--- src/rtl/register_unit.sv ---
// register_unit: multi-mode data register (hold, clear, parallel load,
// serial load from either end, logical shifts) selected per cycle by ctrl.
// Optional build macro: REGISTER_ROTATE_EN turns opcode 7 into rotate-left;
// without it opcode 7 holds, same as NONE.
module register_unit #(
    parameter int unsigned WIDTH = 8
) (
    input  logic             clk,
    input  logic             async_nreset,
    input  logic [2:0]       ctrl,
    input  logic             serial_data_input,
    input  logic [WIDTH-1:0] parallel_data_input,
    output logic [WIDTH-1:0] data_output
);

    typedef enum logic [2:0] {
        OP_NONE                = 3'd0,
        OP_CLR                 = 3'd1,
        OP_PARALLEL_LOAD       = 3'd2,
        OP_SERIAL_MSB_LOAD     = 3'd3,
        OP_SERIAL_LSB_LOAD     = 3'd4,
        OP_SHIFT_LOGICAL_LEFT  = 3'd5,
        OP_SHIFT_LOGICAL_RIGHT = 3'd6,
        OP_RESERVED            = 3'd7
    } op_e;

    op_e              op;
    logic [WIDTH-1:0] reg_q;
    logic [WIDTH-1:0] reg_d;

    assign op          = op_e'(ctrl);
    assign data_output = reg_q;

    // Next-state decode: every opcode not listed (or unknown) holds contents
    always_comb begin
        reg_d = reg_q;
        case (op)
            OP_NONE:                reg_d = reg_q;
            OP_CLR:                 reg_d = '0;
            OP_PARALLEL_LOAD:       reg_d = parallel_data_input;
            OP_SERIAL_MSB_LOAD:     reg_d = {serial_data_input, reg_q[WIDTH-1:1]};
            OP_SERIAL_LSB_LOAD:     reg_d = {reg_q[WIDTH-2:0], serial_data_input};
            OP_SHIFT_LOGICAL_LEFT:  reg_d = {reg_q[WIDTH-2:0], 1'b0};
            OP_SHIFT_LOGICAL_RIGHT: reg_d = {1'b0, reg_q[WIDTH-1:1]};
`ifdef REGISTER_ROTATE_EN
            OP_RESERVED:            reg_d = {reg_q[WIDTH-2:0], reg_q[WIDTH-1]};
`else
            OP_RESERVED:            reg_d = reg_q;
`endif
            default:                reg_d = reg_q;
        endcase
    end

    // Storage flops; asynchronous active-low clear overrides any operation
    always_ff @(posedge clk or negedge async_nreset) begin
        if (!async_nreset) begin
            reg_q <= '0;
        end else begin
            reg_q <= reg_d;
        end
    end

endmodule

--- config.mk ---
export PLATFORM = sky130hd
export DESIGN_NAME = register_unit
export DESIGN_NICKNAME = d
export VERILOG_FILES = /design/src/rtl/register_unit.sv
export SDC_FILE = /design/constraint.sdc
export NUM_CORES = 1
export LEC_CHECK = 0
export CORE_UTILIZATION = 25
export CTS_CLUSTER_DIAMETER = 60
export DETAILED_ROUTE_END_ITERATION = 12
export GPL_TIMING_DRIVEN = 0
export PLACE_DENSITY = 0.64
export SYNTH_ARGS = -nofsm -noshare
export SYNTH_HDL_FRONTEND = slang
export SYNTH_SLANG_ARGS = --single-unit
export TNS_END_PERCENT = 30
--- constraint.sdc ---
create_clock -name clk -period 1.4 [get_ports clk]
set_input_delay 0.21 -clock clk [delete_from_list [all_inputs] [get_ports clk]]
set_output_delay 0.21 -clock clk [all_outputs]
set_load 0.05 [all_outputs]
==> results.yml <==
outcome:
  outcome: "finished, final reports clean"
floorplan:
  die_area_um2: 2290
  row_count: 16
  start_util_pct: 26.8
  ios: 22
  die_w_um: 47.9
  die_h_um: 47.9
  core-area_um2: 1960
grt:
  grt_pass1_vias: 480
  antenna_found_initial: 0
  grt_overflow: 0
  grt_max_degree: 11
  track_usage_pct: 13.3
  grt_pass1_wl_um: 2040
finish:
  drive_gt1_share_pct: 23.4
  fillers: 223
  register_area_um2: 200
  multiInputGateArea_um2: 300
  stdcell_count: 104
  fin_area_um2: 802
  diodes: 0
  area_delta_synth_final_pct: 52.3
  nets: 93
  largest_reg_flops: 8
pwr:
  ir_worst_vdd_mv: 0.543
  leakagePower_uw: 0.000354
  p_total_uw: 804
  pwr_density_cell_nw_per_um2: 1000
clocking:
  numCtsBuffers: 3
  path_clk_slew_ps: 50
  tritoncts: "built"
  cts_num_sinks: 8
  clk-insertion-delay-late_ps: 250
  holdBufCountCts: 0
  clockBufferDepth: 2
  cts_root_buf: "clkbuf_4"
  htreeDepth: 1
setup_path:
  cp_cell_sequence: "clkdlybuf4s15_1"
  cpPeakStageDelay_ps: 510
  worstSetupStartpoint: "data_output[7]"
  required_ps: 1190
  path_class: "reg2out"
  r2r-start: "data_output[3]"
  rrSetupSlack_ps: 280
  critPathArrivalTime_ps: 1150
  critPathLaunchType: "flop"
  worst-path-buf-inv: 1
  cp_slowest_cell: "clkdlybuf4s15_1"
  cp-end-kind: "output port"
  critPathMaxFanout: 4
  cp_top_family: "buffers and inverters"
route:
  num_vias: 534
  totalWireLength_um: 1330
  drtPass1Iterations: 4
  drc: 0
  initialDrtViolationCount: 8
  drtAntennaViolNets: 0
  post_drt_wl_per_cell_um: 12.8
  vias_per_cell: 5.13
timing:
  tightest_slew_ps: 482
  slew_headroom_pct: 68.0
  fin_crit_ps: 1360
  finalClockSkew_ps: 1.70
  clock.fmax_mhz: 737
  rsz0062_at_grt: "false"
  fin_crit_sh_pct: 96.9
  hold_viol_final: 0
  maxSlewViolCount: 0
  finalSetupViolCount: 0
  whs_ps: 239
place:
  gp_congestion: 0.759
  port_buffers: 21
  hpwl_um: 981
  dpl_cell_area_um2: 771
  place_inst: 101
yosys:
  synth_edf_count: 0
  syn_inst: 53
  syn_area_per_cell_um2: 9.94
  ys_ff_latch: 8
  ys_warn_count: 0
  synth.area.top_cells: "dfrtp_1 38%, a221o_1 13%, mux2i_1 11%, a22o_1 10%, nor2_1 5.7%"
  synth_cell_types: 20
  synth_top_area_share_pct: 38.0
  synth_common_cells: "8 x dfrtp_1, 8 x nor2_1, 7 x a221o_1"
  syn-num-nets: 67
  ys.flop_type: "dfrtp_1"
  yosysSeqAreaShare_pct: 38.0
  netlist_area_um2: 527
  synth-async-reset-ratio_pct: 100
  yosysTopAreaCell: "dfrtp_1"
min_path:
  worstHoldPathType: "in2async"
job:
  drv_cap: 0
cells in the final DEF (no fill, tap or decap), types with 2 or more instances in the layout:
master / synthesis / routed
dfrtp_1: 8 / 8
clkdlybuf4s50_1: 0 / 11
nand2b_1: 2 / 2
buf_6: 1 / 2
a221o_1: 7 / 7
nand2_1: 2 / 2
clkdlybuf4s15_2: 0 / 5
clkbuf_4: 0 / 4
mux2i_1: 6 / 6
a22o_1: 6 / 6
nor2_1: 8 / 7
clkbuf_2: 0 / 2
path summary, 6_finish.rpt:
check | endpoint | cells past startpoint
min in group clk | data_output[7] | 3
setup / recovery | data_output[7] | 1
max in group asynchronous | data_output[5] | 1
hold / removal | data_output[0] | 1
setup reg to reg | data_output[4] | 2
hold reg to reg | data_output[6] | 1
cell families after synthesis:
group	count (synthesis)	synth area share, %
AND/OR/NAND/NOR	15	13.3
buffers and inverters	5	5.46
AO/OA/AOI/OAI	17	28.0
flip-flops	8	38.0
XOR/XNOR	1	1.66
multiplexers	7	13.5
through the flow:
step                setup TNS (ps)  util (%)  setup slack [ps]
floorplan                        0         -              82.5
global placement             -2860      39.3              -366
detailed placement           -2750      39.3              -346
CTS                          -3.94      40.8             -2.26
global route                     0      40.9              12.9
finish                           0      40.9              44.0
cell type report:
| cell class | count | share of cell area (%) |
|---|---|---|
| Clock buffer | 3 | 2.81 |
| Buffer | 4 | 4.21 |
| Timing Repair Buffer | 21 | 25.9 |
| Inverter | 1 | 0.468 |
| Multi-Input combinational cell | 40 | 37.4 |
| Sequential cell | 8 | 25.0 |
| Tap cell | 27 | 4.21 |
power breakdown:
group          switching, µW  internal (µW)
Clock                   78.9           98.1
Sequential              40.0            262
Combinational            188            136
Total                    307            496
metal layers:
layer	track usage, %	up-vias	routed length [µm]
met2	19.2	21	624
met5	0	-	0
met3	7.17	0	101
met1	16.4	258	607
li1	-	255	-
met4	5.56	0	0
timing repair:
item                                    4_1_cts  5_1_grt
buffers inserted                              0        0
endpoints found under the setup margin       15        9
resized for setup                            23        7
pin swaps                                     0        0
Note: power is estimated with default switching activity, not from simulation.
